`src/rtl/ips2l_pcie_dma_pkg.sv`:
```
// Shared TLP constants and FSM encoding for the DMA example-design completer path.
package ips2l_pcie_dma_pkg;

  localparam logic [2:0] FMT_CPLD      = 3'b010;
  localparam logic [2:0] FMT_CPL       = 3'b000;
  localparam logic [4:0] TYPE_CPL      = 5'b01010;
  localparam logic [2:0] CPL_STATUS_SC = 3'b000;
  localparam logic [2:0] CPL_STATUS_UR = 3'b001;

  typedef enum logic [1:0] {
    ST_IDLE  = 2'd0,
    ST_FETCH = 2'd1,
    ST_SEND  = 2'd2
  } cpld_state_e;

  // Contiguous keep mask for n valid DWs; n == 0 means a full beat.
  function automatic logic [3:0] keep_mask(input logic [1:0] n);
    case (n)
      2'd1:    return 4'b0001;
      2'd2:    return 4'b0011;
      2'd3:    return 4'b0111;
      default: return 4'b1111;
    endcase
  endfunction

endpackage

```
`src/rtl/ips2l_pcie_dma_dw_align.sv`:
```
// DW realigner: merges the previous and current BAR RAM words into one packed 4-DW beat.
module ips2l_pcie_dma_dw_align
  import ips2l_pcie_dma_pkg::*;
(
  input  logic         clk,
  input  logic         adv,
  input  logic [1:0]   shift,
  input  logic         last,
  input  logic [1:0]   tail_dw,
  input  logic [127:0] cur_word,
  output logic [127:0] data,
  output logic [3:0]   keep
);

  logic [95:0]  prev_hi;
  logic [223:0] window;
  logic [127:0] shifted;

  // NOTE: datapath-only register, no reset; beat 0 replaces every lane it could feed with header DWs.
  always_ff @(posedge clk) begin
    if (adv) prev_hi <= cur_word[127:32];
  end

  assign window = {cur_word, prev_hi};

  // NOTE: every always_comb output gets a default first, so no path can infer a latch.
  always_comb begin
    shifted = window[127:0];
    case (shift)
      2'd1:    shifted = window[159:32];
      2'd2:    shifted = window[191:64];
      2'd3:    shifted = window[223:96];
      default: ;
    endcase
  end

  always_comb begin
    keep = last ? keep_mask(tail_dw) : 4'b1111;
    data = '0;
    for (int i = 0; i < 4; i++) begin
      if (keep[i]) data[32*i +: 32] = shifted[32*i +: 32];
    end
  end

endmodule

```
`src/rtl/ips2l_pcie_dma_tx_cpld_gen.sv`:
```
// Completer TX: turns accepted MRd requests into CplD (or header-only UR Cpl) TLPs on 128-bit AXIS.
// Optional completion counter is built only when IPS2L_DMA_TX_CPLD_CNT_EN is defined.
module ips2l_pcie_dma_tx_cpld_gen
  import ips2l_pcie_dma_pkg::*;
#(
  parameter int ADDR_WIDTH = 9,
  parameter int MAX_CPL_DW = 64
) (
  input  logic                  clk,
  input  logic                  rst,
  input  logic [15:0]           i_cfg_completer_id,
  input  logic [2:0]            i_mrd_tc,
  input  logic [2:0]            i_mrd_attr,
  input  logic [9:0]            i_mrd_length,
  input  logic [15:0]           i_mrd_id,
  input  logic [7:0]            i_mrd_tag,
  input  logic [63:0]           i_mrd_addr,
  input  logic                  i_cpld_req_vld,
  output logic                  o_cpld_req_rdy,
  output logic                  o_bar_rd_clk_en,
  output logic [ADDR_WIDTH-1:0] o_bar_rd_addr,
  input  logic [127:0]          i_bar_rd_data,
  output logic                  o_axis_slave_tvld,
  input  logic                  i_axis_slave_trdy,
  output logic [127:0]          o_axis_slave_tdata,
  output logic [3:0]            o_axis_slave_tkeep,
  output logic                  o_axis_slave_tlast,
  output logic [31:0]           o_cpld_cnt
);

  cpld_state_e state, state_nxt;

  logic [2:0]  r_tc;
  logic [1:0]  r_attr;
  logic [9:0]  r_length;
  logic [15:0] r_id;
  logic [7:0]  r_tag;
  logic [4:0]  r_addr_lo;
  logic [1:0]  r_offset;
  logic [1:0]  r_tail_dw;
  logic        r_is_ur;
  logic [8:0]  r_last_beat;
  logic [8:0]  beat_idx;

  logic [10:0]  req_len_dw;
  logic         req_is_ur;
  logic         accept, beat_done, last_beat, rd_en;
  logic [31:0]  hdr_dw0, hdr_dw1, hdr_dw2;
  logic [127:0] align_data;
  logic [3:0]   align_keep;
  logic         unused_bits;

  assign req_len_dw  = (i_mrd_length == 10'd0) ? 11'd1024 : {1'b0, i_mrd_length};
  assign req_is_ur   = (req_len_dw > 11'(MAX_CPL_DW));
  assign accept      = i_cpld_req_vld && o_cpld_req_rdy;
  assign last_beat   = (beat_idx == r_last_beat);
  assign beat_done   = o_axis_slave_tvld && i_axis_slave_trdy;
  assign unused_bits = ^{i_mrd_addr[63:ADDR_WIDTH+4], i_mrd_addr[1:0], i_mrd_attr[2]};

  // NOTE: sequential state is updated with non-blocking assignments only.
  always_ff @(posedge clk) begin
    if (rst) state <= ST_IDLE;
    else     state <= state_nxt;
  end

  always_comb begin
    state_nxt = state;
    case (state)
      ST_IDLE:  if (i_cpld_req_vld) state_nxt = req_is_ur ? ST_SEND : ST_FETCH;
      ST_FETCH: state_nxt = ST_SEND;
      ST_SEND:  if (i_axis_slave_trdy && last_beat) state_nxt = ST_IDLE;
      default:  state_nxt = ST_IDLE;
    endcase
  end

  // One RAM read per beat; the read for beat n+1 is issued as beat n completes.
  always_comb begin
    o_cpld_req_rdy    = 1'b0;
    o_axis_slave_tvld = 1'b0;
    rd_en             = 1'b0;
    case (state)
      ST_IDLE:  o_cpld_req_rdy = 1'b1;
      ST_FETCH: rd_en = 1'b1;
      ST_SEND: begin
        o_axis_slave_tvld = 1'b1;
        rd_en             = !r_is_ur && i_axis_slave_trdy && !last_beat;
      end
      default: ;
    endcase
  end

  assign o_bar_rd_clk_en = rd_en;

  always_ff @(posedge clk) begin
    if (rst) begin
      o_bar_rd_addr <= '0;
      beat_idx      <= '0;
    end else if (accept) begin
      o_bar_rd_addr <= i_mrd_addr[ADDR_WIDTH+3:4];
      beat_idx      <= '0;
    end else begin
      if (rd_en)     o_bar_rd_addr <= o_bar_rd_addr + 1'b1;
      if (beat_done) beat_idx      <= beat_idx + 1'b1;
    end
  end

  always_ff @(posedge clk) begin
    if (accept) begin
      r_tc        <= i_mrd_tc;
      r_attr      <= i_mrd_attr[1:0];
      r_length    <= i_mrd_length;
      r_id        <= i_mrd_id;
      r_tag       <= i_mrd_tag;
      r_addr_lo   <= i_mrd_addr[6:2];
      r_offset    <= i_mrd_addr[3:2];
      r_tail_dw   <= i_mrd_length[1:0] + 2'd3;
      r_is_ur     <= req_is_ur;
      r_last_beat <= req_is_ur ? 9'd0 : 9'((req_len_dw + 11'd2) >> 2);
    end
  end

  // Byte count is 4*L in 12 bits, so a 1024-DW length (field 0) wraps to 0.
  assign hdr_dw0 = {r_is_ur ? FMT_CPL : FMT_CPLD, TYPE_CPL, 1'b0, r_tc, 4'b0000,
                    2'b00, r_attr, 2'b00, r_is_ur ? 10'd0 : r_length};
  assign hdr_dw1 = {i_cfg_completer_id, r_is_ur ? CPL_STATUS_UR : CPL_STATUS_SC, 1'b0,
                    r_length, 2'b00};
  assign hdr_dw2 = {r_id, r_tag, 1'b0, r_addr_lo, 2'b00};

  ips2l_pcie_dma_dw_align u_dw_align (
    .clk      (clk),
    .adv      (rd_en),
    .shift    (r_offset),
    .last     (last_beat),
    .tail_dw  (r_tail_dw),
    .cur_word (i_bar_rd_data),
    .data     (align_data),
    .keep     (align_keep)
  );

  always_comb begin
    o_axis_slave_tdata = '0;
    o_axis_slave_tkeep = '0;
    o_axis_slave_tlast = 1'b0;
    if (state == ST_SEND) begin
      o_axis_slave_tlast = last_beat;
      if (r_is_ur) begin
        o_axis_slave_tdata = {32'd0, hdr_dw2, hdr_dw1, hdr_dw0};
        o_axis_slave_tkeep = 4'b0111;
      end else begin
        o_axis_slave_tdata = align_data;
        o_axis_slave_tkeep = align_keep;
        if (beat_idx == '0) o_axis_slave_tdata[95:0] = {hdr_dw2, hdr_dw1, hdr_dw0};
      end
    end
  end

`ifdef IPS2L_DMA_TX_CPLD_CNT_EN
  always_ff @(posedge clk) begin
    if (rst)                         o_cpld_cnt <= '0;
    else if (beat_done && last_beat) o_cpld_cnt <= o_cpld_cnt + 32'd1;
  end
`else
  assign o_cpld_cnt = '0;
`endif

endmodule
```
`config.mk`:
```
export PLATFORM = sky130hd
export DESIGN_NAME = ips2l_pcie_dma_tx_cpld_gen
export DESIGN_NICKNAME = d
export VERILOG_FILES = /design/src/rtl/ips2l_pcie_dma_pkg.sv /design/src/rtl/ips2l_pcie_dma_dw_align.sv /design/src/rtl/ips2l_pcie_dma_tx_cpld_gen.sv
export SDC_FILE = /design/constraint.sdc
export NUM_CORES = 1
export LEC_CHECK = 0
export CORE_AREA = 2 2 166 168
export DETAILED_ROUTE_END_ITERATION = 8
export DIE_AREA = 0 0 168 170
export HOLD_SLACK_MARGIN = 0.12
export PLACE_DENSITY = 0.75
export RECOVER_POWER = 25
export SLEW_MARGIN = 20
export SYNTH_ARGS = -nofsm -noshare
export SYNTH_HDL_FRONTEND = slang
export SYNTH_SLANG_ARGS = --single-unit
```
`constraint.sdc`:
```
create_clock -name clk -period 11.28 [get_ports clk]
set_input_delay 1.692 -clock clk [delete_from_list [all_inputs] [get_ports clk]]
set_output_delay 1.692 -clock clk [all_outputs]
set_load 0.01 [all_outputs]
```
==> results of run 1 <==
==> flip-flops by register name, summed over array words and instances (netlist names), 5 cells and up <==
register,count
u_dw_align.prev_hi,96
r_id,16
r_length,10
beat_idx,9
o_bar_rd_addr,9
r_last_beat,9
r_tag,8
r_addr_lo,5
==> area by class of cell <==
cell class                      instances  area, um2  share of cell area [%]
Multi-Input combinational cell        520       5190                    35.2
Sequential cell                       172       4960                    33.7
Timing Repair Buffer                  355       3520                    23.9
Clock buffer                           19        433                    2.94
Tap cell                              341        427                    2.89
Clock inverter                         13        126                   0.857
Inverter                               17       66.3                   0.450
Antenna cell                            4       10.0                  0.0679
==> stage by stage <==
stage,hold slack (ps),std cells
after floorplan,467,806
after global placement,480,1405
after detailed placement,500,1405
after CTS,511,1437
after global routing,534,1440
final,511,1441
==> power by group <==
part | internal [W] | switching [W] | total [W]
combinational | 0.000241 | 0.000206 | 0.000447
clock | 0.000293 | 0.000287 | 0.000580
sequential | 0.000725 | 0.0000192 | 0.000744
total | 0.00126 | 0.000512 | 0.00177
==> synthesized netlist by cell type, drive strengths merged <==
library cell | count | area [um2]
a2111oi | 1 | 8.76
a211oi | 14 | 110
a21oi | 31 | 166
a22o | 44 | 385
a311oi | 7 | 73.8
a31oi | 2 | 12.5
a32o | 2 | 20.0
a41oi | 1 | 8.76
and2 | 10 | 62.6
and3 | 17 | 106
and3b | 1 | 8.76
and4 | 2 | 17.5
buf | 67 | 420
clkbuf | 30 | 113
conb | 1 | 3.75
dfxtp | 20 | 400
edfxtp | 152 | 4560
ha | 10 | 125
inv | 17 | 63.8
mux2 | 11 | 124
mux2i | 35 | 350
mux4 | 106 | 2390
nand2 | 25 | 93.8
nand2b | 1 | 6.26
nand3 | 6 | 40.0
nand4 | 6 | 43.8
nor2 | 67 | 251
nor2b | 22 | 138
nor3 | 2 | 10.0
nor4 | 2 | 12.5
nor4b | 2 | 17.5
o21a | 1 | 7.51
o21ai | 6 | 30.0
o31ai | 4 | 30.0
o41ai | 2 | 43.8
or2 | 2 | 12.5
or3 | 17 | 106
or4 | 4 | 30.0
or4b | 1 | 10.0
xnor2 | 14 | 123
xor2 | 6 | 52.6
==> worst min-delay path by stage <==
stage / start / end / slack, ps / cells past startpoint
2_1_floorplan: state[0] / state[0] / 470 / 2
3_3_place_gp: state[0] / state[0] / 480 / 2
3_5_place_dp: state[0] / state[0] / 500 / 2
4_1_cts: state[0] / state[0] / 510 / 2
5_1_grt: state[0] / state[0] / 530 / 2
6_report: state[0] / state[0] / 510 / 2
==> layer usage <==
metal  GRT usage (%)  vias to the layer above
li1                -                     3637
met1            30.0                     4101
met2            38.6                      352
met3            5.40                       41
met4            7.90                        2
met5               0                        -
==> kinds of logic (layout without fill, tap and decap cells) <==
kind of cell / after synthesis / in the layout / share of synthesized area (%)
XOR/XNOR: 20 / 20 / 1.65
adder cells (fa/ha/maj): 10 / 10 / 1.18
AND/OR/NAND/NOR: 187 / 187 / 9.13
multiplexers: 152 / 152 / 27.0
other: 1 / 40 / 0.0354
AO/OA/AOI/OAI: 115 / 115 / 8.47
flip-flops: 172 / 172 / 46.9
buffers and inverters: 114 / 404 / 5.63
==> critical path, cell delays in order, from the launching register on <==
cell	delay (ps)
dfxtp_1	330
inv_1	80
ha_1	320
inv_1	430
nor2_2	180
buf_4	330
nand2_1	260
a21oi_4	490
buf_4	420
a22o_1	180
clkdlybuf4s50_1	630
==> qor.csv, run 1 <==
stage,metric,value,unit
outcome,outcome,finished clean,
layout,most frequent cells in the layout,"226 x clkdlybuf4s50_1, 152 x edfxtp_1, 116 x dlygate4sd3_1",
routing,Vias/cell,5.64,
clock_tree,CTS Buffer Depth,2,
yosys,Synth cell types,51,
clock_tree,H-tree Lvls,4,
timing,max-slew violation count,0,
clock_tree,CTS Sinks,172,
flow_run,# Max-Cap Violations,0,
grt,antenna violations before repair,5,
setup_path,R2R setup slack,8150,ps
grt,vias in the first global route,8200,
place,dpl cell area,14200,um2
setup_path,kind of critical path,flop to output port,
die,Placeable Area,26700,um2
timing,crit path time final,5800,ps
routing,Via Count,8133,
die,Die Height,170,um
die,Die ar.,28600,um2
routing,Routed Antenna Nets,0,
place,GPL Wtd Cong,0.799,
yosys,cell area after synthesis,10600,um2
yosys,Synth Area per Inst,13.7,um2
timing,RSZ-0062 raised after global routing,false,
clock_tree,CTS Buf Count,17,
routing,Post-Route M1 WL,13.5,mm
routing,Residual DRC,0,
timing,slew margin rel.,30.0,%
timing,Worst Tran Pin Value,1050,ps
die,# rows,60,
setup_path,Setup crit start kind,flop,
layout,final core utilization,55.3,%
place,port bufs,342,
die,chip width,168,um
clock_tree,Post-CTS Setup Repair Bufs,0,
setup_path,Crit path arrival time,4110,ps
die,Initial Utilization,39.7,%
setup_path,Reg2Reg Launch Point,beat_idx[7],
clock_tree,CTS tree,built,
grt,overall routing resource usage,23.2,%
timing,clk_skew,21.6,ps
timing,fmax,0.172,GHz
clock_tree,Clock transition at path regs,80,ps
routing,top sig layer,met5,
routing,drt first pass iters,5,
grt,largest net degree at the start of global routing,77,
yosys,sequential fraction of the synthesis area,46.9,%
yosys,post-synthesis register bit count,172,
routing,Routed WL,33.5,mm
layout,Layout area overhead,39.2,%
clock_tree,cts hold-fix bufs,0,
routing,met2 WL post-DR,17.0,mm
yosys,Post-Synthesis Cells,771,
setup_path,CP startpoint,state[0],
routing,wire length on met3,2.28,mm
power,VDD IR max,0.0000800,V
die,I/O Pins,429,
timing,Fin. Hold Viols,0,
place,DP Worst Slack,5610,ps
clock_tree,Clock Latency Late Sink,440,ps
place,Final HPWL DP,23.6,mm
setup_path,Setup crit end kind,output port,
setup_path,FF-to-FF End,u_dw_align.prev_hi[69],
setup_path,CP endpoint,o_axis_slave_tdata[66],
setup_path,"Req. time, crit path",9590,ps
grt,first-pass GRT wire length,49.8,mm
layout,fin area,14700,um2
layout,layout cells sized above 1,16.1,%
layout,# fillers,2262,
timing,fin crit share,51.5,%
hold_path,Tightest Hold Check Type,flop to flop,
timing,post-route setup slack,5480,ps
routing,routed length per placed instance,23.3,um
layout,"commonest non-fill, non-tap cell in the layout",clkdlybuf4s50_1,
setup_path,Worst Path Max Fanout,22,
power,Final Total Pwr,0.00177,W
power,power density over the cells,120,nW/um2
routing,Initial DRC Count,456,
yosys,YS warnings,0,
power,Leak,5.05,nW
grt,GRT overflow,0,
layout,Final nets,1345,
timing,"Setup violations, final",0,
clock_tree,Resize count post-CTS,0,
clock_tree,clock root buffer,clkbuf_16,
timing,setup_tns,0,ps
setup_path,R2R depth,5,
Power figures use the tool's default switching activity.
==> run 2: changes to the inputs <==
CORE_AREA = 2 2 168 170   (was 2 2 166 168)
DIE_AREA = 0 0 170 172   (was 0 0 168 170)
PLACE_DENSITY = 0.73   (was 0.75)
clock period = 5.7 ns   (was 11.28 ns; I/O delays follow)
==> qor.csv, run 2 (synthesis gave the netlist of run 1 again) <==
stage,metric,value,unit,change
power,Leak,5.06,nW,+0.31%
timing,Worst Tran Pin Value,1080,ps,+31.0 ps
timing,"Setup violations, final",0,,unchanged
clock_tree,Clock Latency Late Sink,430,ps,about the same
layout,Top Registers,"u_dw_align.prev_hi: 96 flops, r_id: 16 flops, r_length: 10 flops",,
clock_tree,CTS tree,built,,
die,Die Height,172,um,+1.2%
timing,fin crit share,84.3,%,
place,dpl cell area,14200,um2,+0.33%
die,chip width,170,um,+1.2%
die,Die ar.,29200,um2,+2.4%
clock_tree,H-tree Lvls,4,,unchanged
routing,Vias/cell,5.56,,-1.5%
power,Seq pwr share,41.9,%,about the same
grt,first-pass GRT wire length,47.9,mm,-3.9%
timing,slew margin rel.,27.8,%,-2.2 points
routing,Routed Antenna Nets,0,,unchanged
routing,Residual DRC,0,,unchanged
setup_path,Worst path slowest cell,nand2_1,,
grt,GRT overflow,0,,unchanged
place,Final HPWL DP,23.1,mm,-2.5%
timing,crit path time final,4800,ps,
hold_path,Tightest Hold Check Type,flop to flop,,
power,Psw,0.00100,W,+95%
place,DP Worst Slack,1340,ps,-4270 ps
layout,largest register by flop count,u_dw_align.prev_hi,,
timing,fmax,0.208,GHz,
clock_tree,clock root buffer,clkbuf_16,,
place,port bufs,342,,unchanged
layout,most frequent cells in the layout,"226 x clkdlybuf4s50_1, 152 x edfxtp_1, 116 x dlygate4sd3_1",,
setup_path,Setup crit start kind,flop,,
setup_path,Worst Path Max Fanout,27,,+23%
outcome,outcome,finished clean,,
clock_tree,Clock transition at path regs,70,ps,about the same
die,I/O Pins,429,,unchanged
clock_tree,Post-CTS Setup Repair Bufs,0,,unchanged
setup_path,"Req. time, crit path",4850,ps,-4740 ps
power,combinational cell fraction of total power,25.6,%,+0.3 points
routing,Initial DRC Count,498,,+9.2%
layout,number of flip-flops in the largest register,96,,unchanged
timing,post-route setup slack,898,ps,-4580 ps
power,sw frac,28.6,%,-0.27 points
setup_path,Setup crit end kind,output port,,
die,Placeable Area,27500,um2,+3.1%
timing,setup_tns,0,ps,unchanged
clock_tree,cts hold-fix bufs,0,,unchanged
die,# rows,61,,+1.7%
routing,routed length per placed instance,22.4,um,-3.8%
layout,Layout area overhead,39.6,%,
timing,Fin. Hold Viols,0,,unchanged
grt,largest net degree at the start of global routing,89,,+16%
flow_run,# Max-Cap Violations,0,,unchanged
grt,vias in the first global route,8143,,-0.70%
timing,max-slew violation count,0,,unchanged
clock_tree,CTS Sinks,172,,unchanged
routing,Via Count,8054,,-0.97%
layout,Final nets,1347,,+0.15%
setup_path,kind of critical path,flop to output port,,
clock_tree,Resize count post-CTS,0,,unchanged
timing,clk_skew,18.5,ps,-3.03 ps
clock_tree,CTS Buf Count,17,,unchanged
layout,fin area,14800,um2,+0.33%
die,Initial Utilization,38.5,%,-1.2 points
power,Clock Power Share,32.5,%,-0.2 points
layout,"commonest non-fill, non-tap cell in the layout",clkdlybuf4s50_1,,
routing,Routed WL,32.5,mm,-3.2%
setup_path,max incr delay on CP,610,ps,-20 ps
timing,RSZ-0062 raised after global routing,false,,
power,cell internal pwr,0.00249,W,+98%
setup_path,critical-path cell list,"inv_1, ha_1, nor4b_1, nand2_2, buf_4, nand2_1, or3_1, a21oi_1, clkdlybuf4s50_1",,
clock_tree,CTS Buffer Depth,2,,unchanged
grt,overall routing resource usage,22.0,%,-1.2 points
power,VDD IR max,0.000141,V,+76%
layout,FF+latch area,4960,um2,unchanged
setup_path,Crit path arrival time,3950,ps,-160 ps
routing,drt first pass iters,5,,unchanged
power,power density over the cells,236,nW/um2,+97%
place,GPL Wtd Cong,0.859,,+7.5%
layout,layout cells sized above 1,16.3,%,+0.17 points
grt,antenna violations before repair,9,,+4
layout,multi-input logic area,5190,um2,unchanged
layout,# fillers,2353,,+4.0%
timing,WHS,511,ps,+0.317 ps
power,Final Total Pwr,0.00349,W,+97%
==> run 2: changes by cell type in the layout (fill, tap and decap cells not counted), sizes merged <==
cell      before  now
clkbuf        19   17
clkinvlp       2    3
buf           13   15
diode          4    6
==> run 2: layout make-up <==
type                            instances  area share [%]
Antenna cell                            6           0.102
Sequential cell                       172            33.6
Tap cell                              346            2.93
Clock inverter                         14           0.888
Inverter                               17           0.448
Multi-Input combinational cell        520            35.1
Clock buffer                           17            2.88
Timing Repair Buffer                  357            24.1
==> run 2: metal layers <==
layer | global-route usage, % | routed length [um] | up-vias | share of wire [%]
met2 | 37.7 | 16400 | 345 | 50
met1 | 27.4 | 13000 | 4029 | 40
met4 | 7.25 | 772 | 2 | 2.4
met5 | 0 | 11 | - | 0.034
met3 | 5.40 | 2340 | 39 | 7.2
li1 | - | - | 3639 | -
==> run 2: power by group through the flow <==
| stage | clock [W] | sequential [W] | combinational, W |
|---|---|---|---|
| finish | 0.00114 | 0.00146 | 0.000894 |
| global route | 0.00121 | 0.00147 | 0.000960 |
| CTS | 0.00117 | 0.00146 | 0.000921 |
| detailed placement | 0 | 0.00149 | 0.000916 |
| global placement | 0 | 0.00149 | 0.000910 |
| floorplan | 0 | 0.00149 | 0.000501 |
==> run 2: critical path: cells and delay by family, from the launching register on <==
| family | cells | cell delay (ps) |
|---|---|---|
| compound gates | 1 | 130 |
| buf+inv | 3 | 1040 |
| fa+ha+maj | 1 | 180 |
| simple gates | 4 | 1710 |
| flops | 1 | 430 |
==> run 2: per-stage QoR <==
stage                     instances  utilization [%]
after floorplan                 806                -
after global placement         1411             51.7
after detailed placement       1412             51.7
after CTS                      1443             53.8
after global routing           1449             53.8
final                          1449             53.8
==> run 2: path summary, 6_finish.rpt <==
check                           endpoint            from  slack (ps)  cells past startpoint
hold / removal                  state[0]        state[0]         510                      2
hold reg to reg                 state[0]        state[0]         510                      2
setup reg to reg  u_dw_align.prev_hi[24]  r_last_beat[2]        2560                      5
setup / recovery  o_axis_slave_tdata[34]     beat_idx[0]         900                      9
